===== config.mk =====
export PLATFORM = sky130hd
export DESIGN_NAME = accel_fifo
export DESIGN_NICKNAME = d
export VERILOG_FILES = /design/src/rtl/accel_fifo_pkg.sv /design/src/rtl/accel_fifo_mem.sv /design/src/rtl/accel_fifo.sv
export SDC_FILE = /design/constraint.sdc
export NUM_CORES = 1
export LEC_CHECK = 0
export ABC_AREA = 1
export BUFFER_PORTS_ARGS = -buffer_cell sky130_fd_sc_hd__buf_2
export CAP_MARGIN = 15
export CORE_MARGIN = 5
export CORE_UTILIZATION = 55
export DETAILED_ROUTE_END_ITERATION = 8
export GPL_TIMING_DRIVEN = 0
export PLACE_DENSITY = 0.76
export SLEW_MARGIN = 40
export SYNTH_ARGS = -nofsm -noshare
export SYNTH_HDL_FRONTEND = slang
export SYNTH_SLANG_ARGS = --single-unit

===== constraint.sdc =====
create_clock -name clk -period 7.6 [get_ports clk]
set_input_delay 1.52 -clock clk [delete_from_list [all_inputs] [get_ports clk]]
set_output_delay 1.52 -clock clk [all_outputs]
set_load 0.02 [all_outputs]

===== src/rtl/accel_fifo_pkg.sv =====
// Shared router package: data bus width, default FIFO depth and the router's
// request encodings used by the accelerator-side FIFO.
package accel_fifo_pkg;

   // Router data bus width in bits.
   localparam int DATA_W     = 128;

   // Default number of words buffered between router and accelerator.
   localparam int FIFO_DEPTH = 8;

   // Router request encoding: bit 0 is the put (producer) request, bit 1 the
   // get (consumer) request.
   typedef enum logic [1:0] {
      REQ_IDLE = 2'b00,
      REQ_PUT  = 2'b01,
      REQ_GET  = 2'b10,
      REQ_BOTH = 2'b11
   } req_e;

   // Packs the two request lines into the router encoding.
   function automatic req_e encode_req(input logic put, input logic get);
      return req_e'({get, put});
   endfunction

endpackage : accel_fifo_pkg


===== src/rtl/accel_fifo_mem.sv =====
// Storage array for accel_fifo: WIDTH x DEPTH words, one synchronous write
// port and one asynchronous (combinational) read port.
module accel_fifo_mem #(
   parameter int WIDTH = 128,
   parameter int DEPTH = 8,
   localparam int AW   = $clog2(DEPTH)
) (
   input  logic             clk,
   input  logic             wr_en,
   input  logic [AW-1:0]    wr_addr,
   input  logic [WIDTH-1:0] wr_data,
   input  logic [AW-1:0]    rd_addr,
   output logic [WIDTH-1:0] rd_data
);

   logic [WIDTH-1:0] mem_q [DEPTH];

   // Write the addressed word on the rising edge when enabled.
   // NOTE: the array has no reset; occupancy is tracked by pointers and count,
   // so stale contents are never observable and this maps onto plain RAM.
   always_ff @(posedge clk) begin
      if (wr_en) begin
         mem_q[wr_addr] <= wr_data;
      end
   end

   // Read is combinational so the owner can register it in the same edge.
   assign rd_data = mem_q[rd_addr];

endmodule : accel_fifo_mem


===== src/rtl/accel_fifo.sv =====
// accel_fifo: synchronous FIFO between router and accelerator. Registered
// read data with a one-cycle valid pulse, registered occupancy and flags,
// and one-cycle error pulses for rejected puts and gets.
module accel_fifo
   import accel_fifo_pkg::*;
#(
   parameter int WIDTH = DATA_W,
   parameter int DEPTH = FIFO_DEPTH,
   localparam int AW   = $clog2(DEPTH),
   localparam int CW   = $clog2(DEPTH) + 1
) (
   input  logic             clk,
   input  logic             rst_n,
   input  logic             put_req,
   input  logic [WIDTH-1:0] data_in,
   input  logic             get_req,
   output logic [WIDTH-1:0] data_out,
   output logic             data_out_valid,
   output logic             empty,
   output logic             full,
   output logic [CW-1:0]    count,
   output logic             put_err,
   output logic             get_err
);

   // ------------------------------------------------------------------
   // State
   // ------------------------------------------------------------------
   logic [AW-1:0]    wr_ptr_q, wr_ptr_d;
   logic [AW-1:0]    rd_ptr_q, rd_ptr_d;
   logic [CW-1:0]    count_q,  count_d;
   logic             empty_q,  empty_d;
   logic             full_q,   full_d;
   logic [WIDTH-1:0] data_out_q, data_out_d;
   logic             valid_q;
   logic             put_err_q;
   logic             get_err_q;

   req_e             req;
   logic             put_ok;
   logic             get_ok;
   logic [WIDTH-1:0] rd_data;

   assign req = encode_req(put_req, get_req);

   // ------------------------------------------------------------------
   // Storage
   // ------------------------------------------------------------------
   accel_fifo_mem #(
      .WIDTH (WIDTH),
      .DEPTH (DEPTH)
   ) u_mem (
      .clk     (clk),
      .wr_en   (put_ok),
      .wr_addr (wr_ptr_q),
      .wr_data (data_in),
      .rd_addr (rd_ptr_q),
      .rd_data (rd_data)
   );

   // Decide which requests are accepted; a get frees a slot so a put may
   // proceed when full, but an empty FIFO never bypasses write data to read.
   // NOTE: every output of a combinational block gets a default first so no
   // path leaves it unassigned and no latch is inferred.
   always_comb begin
      put_ok = 1'b0;
      get_ok = 1'b0;
      case (req)
         REQ_PUT:  put_ok = !full_q;
         REQ_GET:  get_ok = !empty_q;
         REQ_BOTH: begin
            get_ok = !empty_q;
            put_ok = !full_q || !empty_q;
         end
         default:  ;
      endcase
   end

   // Next-state for pointers, occupancy, flags and read data.
   always_comb begin
      wr_ptr_d   = wr_ptr_q;
      rd_ptr_d   = rd_ptr_q;
      count_d    = count_q;
      data_out_d = data_out_q;

      if (put_ok) begin
         wr_ptr_d = wr_ptr_q + AW'(1);
      end
      if (get_ok) begin
         rd_ptr_d   = rd_ptr_q + AW'(1);
         data_out_d = rd_data;
      end

      case ({put_ok, get_ok})
         2'b10:   count_d = count_q + CW'(1);
         2'b01:   count_d = count_q - CW'(1);
         default: count_d = count_q;
      endcase

      empty_d = (count_d == '0);
      full_d  = (count_d == CW'(DEPTH));
   end

   // Register all state and outputs; reset forces an empty, quiet FIFO.
   // NOTE: sequential state uses non-blocking assignments so every register
   // samples the pre-edge values regardless of statement order.
   always_ff @(posedge clk or negedge rst_n) begin
      if (!rst_n) begin
         wr_ptr_q   <= '0;
         rd_ptr_q   <= '0;
         count_q    <= '0;
         empty_q    <= 1'b1;
         full_q     <= 1'b0;
         data_out_q <= '0;
         valid_q    <= 1'b0;
         put_err_q  <= 1'b0;
         get_err_q  <= 1'b0;
      end else begin
         wr_ptr_q   <= wr_ptr_d;
         rd_ptr_q   <= rd_ptr_d;
         count_q    <= count_d;
         empty_q    <= empty_d;
         full_q     <= full_d;
         data_out_q <= data_out_d;
         valid_q    <= get_ok;
         put_err_q  <= put_req && !put_ok;
         get_err_q  <= get_req && !get_ok;
      end
   end

   // ------------------------------------------------------------------
   // Outputs
   // ------------------------------------------------------------------
   assign data_out       = data_out_q;
   assign data_out_valid = valid_q;
   assign empty          = empty_q;
   assign full           = full_q;
   assign count          = count_q;
   assign put_err        = put_err_q;
   assign get_err        = get_err_q;

endmodule : accel_fifo


; ---- After elaboration in Yosys (flattened, before gate mapping)
; Memories as Yosys holds them, arrays and structs flattened. A register that Yosys moved wholly into a read port is not among the register bits.
; Index checks and enable logic that the tools add are counted.
[classes]
eq_ne = 6
reduce_logical = 10
n_addsub = 4
mux = 5
[op_table]
columns = op, count
row1 = $pmux W4 S2, 1
row2 = $add A3 B1 Y3 const B, 2
row3 = $eq A2 B2 Y1 const B, 3
row4 = $logic_not A1 Y1, 5
row5 = $add A4 B1 Y4 const B, 1
row6 = $eq A2 B1 Y1 const B, 2
row7 = $eq A4 B4 Y1 const B, 1
row8 = $logic_not A4 Y1, 1
row9 = $sub A4 B1 Y4 const B, 1
row10 = $mux W1, 3
row11 = $logic_and A1 B1 Y1, 2
row12 = $pmux W1 S2, 1
row13 = $reduce_or A2 Y1, 1
row14 = $logic_or A1 B1 Y1, 1
[totals]
wordCells = 34
inputBits = 132
reg_bits = 15
output_inout_bits = 137
ramBits = 1024
n_memories = 1
[mem_list]
columns = memory, words, width, read_ports, rd_ports_with_merged_regs, write_ports, line_no
row1 = u_mem.mem_q, 8, 128, 1, 1, 1, accel_fifo_mem.sv:16  ; logic [WIDTH-1:0] mem_q [DEPTH];

; ---- Longest topological paths before layout
; Gate-level depths: netlist of run 1.
[depth]
ltp_word = 6
mapped_depth = 16

; ---- By module
; From an unflattened synthesis of run 1, not the netlist that was laid out.
[unflattened]
cells_unflattened = 5063
hier_area_um2 = 50021.7
[by_module_without_submodules]
columns = mod, area_each_um2, n_inst, cells_per_inst
row1 = accel_fifo_mem, 44515.2, 1, 4442
row2 = accel_fifo, 5506.5, 1, 621

; ---- Worst setup path before layout of run 1
; OpenSTA, ideal clock, no wires.
[synth_timing]
kind = input to register
from = input port get_req
to = memory u_mem.mem_q[0][0], enable pin
cell_stages = 7
t_arrival_ps = 7649
setup_time_ps = 617
setup_slack_ps = -666
cell_sequence = inv_1 -> nor2_2 -> inv_1 -> nand2_1 -> nand2_1 -> or2_2 -> nor2_1
[synth_via]
elab_chain_len = 4
word_cells_on_any_way = 5
classes_between = eq/ne (2) / mux (3)
[synth_lines]
columns = item, line_no
row1 = from (decl), accel_fifo.sv:16  ; input logic get_req,
row2 = $eq A2 B2 Y1 / $eq A2 B1 Y1 (equally long branches), accel_fifo.sv:68  ; case (req)
row3 = $pmux W1 S2 *, accel_fifo.sv:68
row4 = $mux W1 *, accel_fifo_mem.sv:22  ; if (wr_en) begin
row5 = $mux W1 (not written as such) *, accel_fifo_mem.sv:23  ; mem_q[wr_addr] <= wr_data;
row6 = to (decl), accel_fifo_mem.sv:16
; Every way passes the cells marked *; elsewhere a longest branch is shown, timed or not.

; ---- Worst setup path in the final report of run 1
[layout_timing]
from = input port get_req
to = memory u_mem.mem_q[3][7], enable pin
; The elaborated chain is that of the path after synthesis.

==> run metrics, run 1 <==
status completed; Worst R2R Path Depth 12; DRT Pass-1 Iters 6; Synth cell types 23; drt total wl around 120000 µm; first-pass GRT wire length 180000 µm; Static Leak 0.0190 µW; Least-Margin Pin Slew 865 ps; IO Pins between 200 and 300; Yosys top cell by area edfxtp_1; # clock sinks approximately 1200; final setup vio count 0; gp weighted congestion 0.798; Peak supply drop 0.265 mV; clock root cell clkbuf_16; CP required 7970 ps; post-synth top area share 68.4%; # hold bufs at CTS 0; CTS tree done; port bufs 268; Max Slew Vio Count 0; Fin. Hold Viols 0; final cell count without fillers 5029; CP endpoint u_mem.mem_q[3][7]$_DFFE_PP_; Period minus WS final 4150 ps; reg2reg start empty$_DFF_PN1_; Initial DRC Count between 3000 and 4000; critical path fanouts, max 18; crit start category input port; CTS H-tree depth 3; CP Launch Point get_req; maximum clock insertion buffer count 3; Final Core Density approximately 65%; number of global-route vias before repair 30300; top post-synthesis cells by area edfxtp_1 68%, dfrtp_1 7.9%, o21ai_0 4.9%, nor2_1 4.4%, o211ai_1 4.3%; Starting Density 55.6%; Filler cells 5454; Slew headroom 42.3%; hpwl dp 79600 µm; total grt overflow 0; largest net degree at the start of global routing 68; worst hold path type register to register; Setup crit end kind register; Layout area overhead 17.7%; initial antenna violation count 26; Net Count, Synth 3533; post-layout total power 21400 µW; postcts setup bufs 0; Routed WL per cell 24.0 µm; post-synthesis sequential area ratio about three quarters; Die W about 300 µm; Setup WS post-layout 3450 ps; DRC violations left 0; MaxCap Viol Count 0; FP Rows 104; unrepaired setup endpoints after global routing false; clock slew at reported path FFs 60 ps; Routed Antenna Nets 0; Clock Latency Late Sink between 600 and 700 ps; setup TNS 0 ps; arrival time at the worst endpoint 4520 ps; die area ~90000 µm²; Setup CP Type input port to register; internal reg-to-reg setup slack between 4000 and 5000 ps; Final Cycle Share 54.7%; Placed Cells 4796; Power Density 404 nW/µm²; Placement Setup Slack 2840 ps; core area 80800 µm²; share of cells above drive strength 1 15.2%; max frequency about 240 MHz; Syn Area/Cell 13.2 µm²; post-synthesis cell area 44900 µm²; post-synthesis register bit count 1167; aggregate global-route resource usage between 20 and 30%; post-cts sizing count 0; Vias/cell 6.03; worst reg2reg endpoint u_mem.mem_q[3][7]$_DFFE_PP_; fin nets 3987; via count ~30000; synth warn 0; Clock Skew roughly 26 ps; area occupied by multi-input gates 9060 µm²; number of buffers created by CTS 112; height of the chip 296 µm; Syn Inst Count around 3400; Reg area 34300 µm²
## layout by cell type, fill, tap and decap left out, types with 9 or more instances in the layout
cell        synthesis  routed
nand2_1           284     284
nand3_1           135     135
nor2_1            526     518
diode_2             0      23
buf_8               1      41
buf_16              0      33
buf_1              22      22
dfrtp_1           142     142
buf_2              43     310
o211ai_1          257     257
clkbuf_8            0      12
clkbuf_16           0     113
a21oi_1           129     129
buf_4               9       9
buf_6              18      18
edfxtp_1         1024    1024
clkbuf_1          132     152
bufinv_16           0      10
o21ai_0           443     443
o21ai_1            73      73
clkinv_2            0      23
clkinv_1            0      13
clkinvlp_4          0      11
inv_1             143     143
## per-layer routing
| layer | track usage, % | share of wire, % |
|---|---|---|
| met5 | 0 | 0.052 |
| met4 | 11.7 | 4.1 |
| met3 | 4.70 | 9.2 |
| met2 | 45.2 | 49 |
| met1 | 35.6 | 37 |
## worst min-delay path by stage
stage | from | endpoint | cells after the start | slack, ps
3_5_place_dp | data_out[73]$_DFFE_PN0P_ | data_out[73]$_DFFE_PN0P_ | 2 | 460
4_1_cts | data_out[73]$_DFFE_PN0P_ | data_out[73]$_DFFE_PN0P_ | 2 | 480
6_report | data_out[103]$_DFFE_PN0P_ | data_out[103]$_DFFE_PN0P_ | 2 | 470
2_1_floorplan | wr_ptr_q[0]$_DFFE_PN0P_ | wr_ptr_q[0]$_DFFE_PN0P_ | 2 | 490
5_1_grt | data_out[73]$_DFFE_PN0P_ | data_out[73]$_DFFE_PN0P_ | 2 | 490
3_3_place_gp | data_out[75]$_DFFE_PN0P_ | data_out[75]$_DFFE_PN0P_ | 2 | 460
## kinds of logic after synthesis
logic type | Yosys count | synth area share (%)
flops | 1167 | 76.4
simple gates | 948 | 8.31
compound gates | 902 | 11.5
buf+inv | 369 | 3.60
xor+xnor | 5 | 0.0974
fa+ha+maj | 5 | 0.139
## metrics by stage
| step | area, µm² | hold WS, ps |
|---|---|---|
| after floorplan | 45000 | 493 |
| after global placement | 47600 | 460 |
| after detailed placement | 49200 | 461 |
| after CTS | 52900 | 476 |
| after global routing | 52900 | 488 |
| final | 52900 | 471 |
## final cells by class
type,count,share of cell area [%]
clock inverters,62,1.11
multi-input cells,1860,17.1
clock buffers,148,5.82
flip-flops and latches,1167,64.9
inverters,144,1.02
diodes,23,0.109
well taps,1060,2.51
repair buffers,340,5.38
plain buffers,225,2.05
## sequential cells by signal, indices dropped and copies added, names as in the netlist, 3 cells and up
register     flops
rd_ptr_q         3
wr_ptr_q         3
count            4
data_out       128
u_mem.mem_q   1024
## critical path: stages
cell	delay [ps]
buf_2	90
inv_1	40
nor2_2	580
inv_1	160
nand2_1	130
nand2_1	180
inv_1	160
nand2_1	240
nor2_4	370
buf_8	250
buf_8	180
buf_8	170
buf_8	220
buf_16	180
## report_power, final
part           switching, µW  internal, µW
Clock                   2350          3190
Sequential               357          8160
Combinational           5170          2130
Total                   7880         13500
## cells in the mapped netlist
library cell  number
edfxtp_1        1024
nor2_1           526
o21ai_0          443
nand2_1          284
o211ai_1         257
inv_1            143
dfrtp_1          142
nand3_1          135
clkbuf_1         132
a21oi_1          129
o21ai_1           73
buf_2             43
buf_1             22
buf_6             18
buf_4              9
ha_1               5
xor2_1             3
or2_2              2
xnor2_1            2
buf_8              1
dfstp_2            1
inv_2              1
nor2_2             1
No activity file was read; power rests on OpenSTA's default activity.
==> run 2: changes to the inputs <==
- ABC_AREA: 1 -> 0
- CORE_UTILIZATION: 55 -> 54
- PLACE_DENSITY: 0.76 -> 0.75
- clock period: 7.6 -> 3.6 ns (I/O delays scaled with it)
==> run metrics, run 2 <==
status completed (unchanged); Syn Inst Count 1968 (was 3396); worst hold slack 308 ps (was 471 ps); max FFs per register 1024 (unchanged); CTS tree done (unchanged); final setup vio count 0 (unchanged); Fin. Hold Viols 0 (unchanged); fin nets 2613 (was 3987); Layout area overhead 19.1% (was 17.7%); post-synthesis sequential area ratio 78.8% (was 76.4%); IO Pins 269 (unchanged); post-synthesis register bit count 1167 (unchanged); die area 86500 µm² (was 87500 µm²); Sw Pwr 13200 µW (was 7880 µW); share of cells above drive strength 1 35.8% (was 15.2%); post-synth top area share 70.5% (was 68.4%); number of global-route vias before repair 22500 (was 30300); top post-synthesis cells by area edfxtp_1 71%, mux4_2 13%, dfrtp_1 8.2%, mux2i_1 2.9%, o21ai_1 1.5% (was edfxtp_1 68%, dfrtp_1 7.9%, o21ai_0 4.9%, nor2_1 4.4%, o211ai_1 4.3%); P_int 30000 µW (was 13500 µW); commonest cells after routing, fill and taps aside 1024 x edfxtp_1, 308 x buf_2, 256 x mux4_2 (was 1024 x edfxtp_1, 518 x nor2_1, 443 x o21ai_0); CP required 3970 ps (was 7970 ps); Synth cell types 37 (was 23); largest net degree at the start of global routing 60 (was 68); post-synthesis cell area 43600 µm² (was 44900 µm²); Net Sw Frac 30.6% (was 36.9%); arrival time at the worst endpoint 3780 ps (was 4520 ps); Async SR Flop Fraction 12.3% (unchanged); gp weighted congestion 0.730 (was 0.798); crit start category register (was input port); Final Cycle Share between 90% and 100%; Initial DRC Count 1861 (was 3866); Period minus WS final ~3400 ps; # clock sinks 1167 (unchanged); count leader, synth edfxtp_1 (unchanged); FP Rows 104 (unchanged); initial antenna violation count 30 (was 26); Placed Cells 3420 (was 4796); maximum clock insertion buffer count 3 (unchanged); Setup crit end kind register (unchanged); Routed Antenna Nets 0 (unchanged); setup TNS 0 ps (unchanged); Least-Margin Pin Slew 758 ps (was 865 ps); Slew headroom 49.4% (was 42.3%); clock slew at reported path FFs 60 ps (about the same); Starting Density 54.3% (was 55.6%); Power Density 832 nW/µm² (was 404 nW/µm²); Die W 294 µm (was 296 µm); Syn Area/Cell 22.1 µm² (was 13.2 µm²); MaxCap Viol Count 0 (unchanged); total grt overflow 0 (unchanged); height of the chip 294 µm (was 296 µm); drt total wl 98100 µm (was 121000 µm); DRC violations left 0 (unchanged); Yosys top cell by area edfxtp_1 (unchanged); Comb power frac 30.6% (was 34.2%); Clock Latency Late Sink 660 ps (was 680 ps); hpwl dp 65000 µm (was 79600 µm); Max Slew Vio Count 0 (unchanged); number of buffers created by CTS 113 (was 112); Routed WL per cell 26.8 µm (was 24.0 µm); Net Count, Synth 2105 (was 3533); Static Leak 0.0182 µW (was 0.0190 µW); Clock Skew 17.4 ps (was 26.1 ps); Setup CP Type register to register (was input port to register); unrepaired setup endpoints after global routing false (unchanged); Seq pwr share 42.4% (was 39.9%); synth warn 0 (unchanged); commonest non-fill, non-tap cell in the layout edfxtp_1 (unchanged); port bufs 268 (unchanged); DRT Pass-1 Iters 5 (was 6); clock root cell clkbuf_16 (unchanged); largest reg by FF count u_mem.mem_q (unchanged); aggregate global-route resource usage 22.8% (was 27.1%); core area 80300 µm² (was 80800 µm²); worst hold path type input port to register (was register to register); final cell count without fillers 3661 (was 5029); Peak supply drop 0.518 mV (was 0.265 mV); Vias/cell 5.83 (was 6.03); critical path fanouts, max 10 (was 18); CTS H-tree depth 3 (unchanged); Top FF cell, synth edfxtp_1 (unchanged); post-layout total power 43200 µW (was 21400 µW); via count 21300 (was 30300); first-pass GRT wire length 145000 µm (was 180000 µm); max frequency 293 MHz; Clk pwr share 27.0% (was 25.9%); Synth top cells by count 1024 x edfxtp_1, 256 x mux4_2, 142 x dfrtp_1, 136 x nand2_1 (was 1024 x edfxtp_1, 526 x nor2_1, 443 x o21ai_0, 284 x nand2_1, 257 x o211ai_1); number of synthesized flops with an enable pin 1024 (unchanged)
## run 2: what timing repair did
| action | CTS | global route |
|---|---|---|
| endpoints found under the hold margin | 42 | 0 |
| hold buffers | 1 | 0 |
| gates resized for setup | 0 | 1 |
| buffers inserted | 0 | 0 |
| setup endpoints to repair | 0 | 1 |
## run 2: final cells by class
class,instances,area (µm²)
Sequential cell,1167,34300
Fill cell,5216,28400
Multi-Input combinational cell,695,8660
Clock buffer,159,3220
Timing Repair Buffer,393,3090
Tap cell,1060,1330
Buffer,103,708
Clock inverter,53,507
Antenna cell,28,70.1
Inverter,3,13.8
## run 2: routing by layer
metal,vias up,track usage (%),part of all wire [%],wire [µm]
li1,9124,-,-,-
met1,11300,30.5,39,37800
met2,790,38.2,51,50200
met3,140,5.12,8.0,7810
met4,14,6.91,2.3,2210
met5,-,0,0.082,80
## run 2: cells by family (layout without fill, tap and decap cells)
logic type,count (synthesis),after routing,synth area share [%]
AOI/OAI and AO/OA,136,136,1.61
xor gates and xnor gates,8,8,0.161
adders and majority gates,5,5,0.144
buffers and inverters,106,711,1.61
DFF,1167,1167,78.8
muxes,386,386,16.2
other,0,28,0
and+or+nand+nor,160,160,1.50
## run 2: power by group through the flow
| stage | combinational, µW | clock [µW] | sequential [µW] |
|---|---|---|---|
| after floorplan | 7670 | 0 | 19400 |
| after global placement | 12400 | 0 | 18800 |
| after detailed placement | 13400 | 0 | 18600 |
| after CTS | 13500 | 11900 | 18300 |
| after global routing | 14200 | 12500 | 18500 |
| final | 13200 | 11700 | 18300 |
## run 2: stage by stage
| step | utilization, % | setup WS [ps] | cell area [µm²] |
|---|---|---|---|
| 4_1_cts | 64.6 | 152 | 51800 |
| 3_3_place_gp | 57.7 | -6980 | 46400 |
| 6_report | 64.7 | 192 | 51900 |
| 3_5_place_dp | 59.9 | -192 | 48100 |
| 2_1_floorplan | - | -2260 | 43700 |
| 5_1_grt | 64.6 | 68.8 | 51900 |
## run 2: path summary, 6_finish.rpt
check / start / endpoint / slack [ps] / cells after the start
worst max-delay path: empty$_DFF_PN1_ / u_mem.mem_q[1][13]$_DFFE_PP_ / 190 / 11
worst min-delay path: get_req / get_err$_DFF_PN0_ / 310 / 2
worst max register to register: empty$_DFF_PN1_ / u_mem.mem_q[1][13]$_DFFE_PP_ / 190 / 11
worst min register to register: data_out[98]$_DFFE_PN0P_ / data_out[98]$_DFFE_PN0P_ / 470 / 2
max in group asynchronous: rst_n / empty$_DFF_PN1_ / 2280 / 3
min in group asynchronous: rst_n / data_out[6]$_DFFE_PN0P_ / 550 / 2
## run 2: critical path, stage by stage (launching register included)
cell      delay [ps]
dfstp_2          380
nand2b_4         160
buf_6            200
buf_6            210
a21boi_4         260
nand2_1          280
nor3_4           570
buf_6            250
buf_6            200
buf_6            180
buf_4            220
buf_6            170
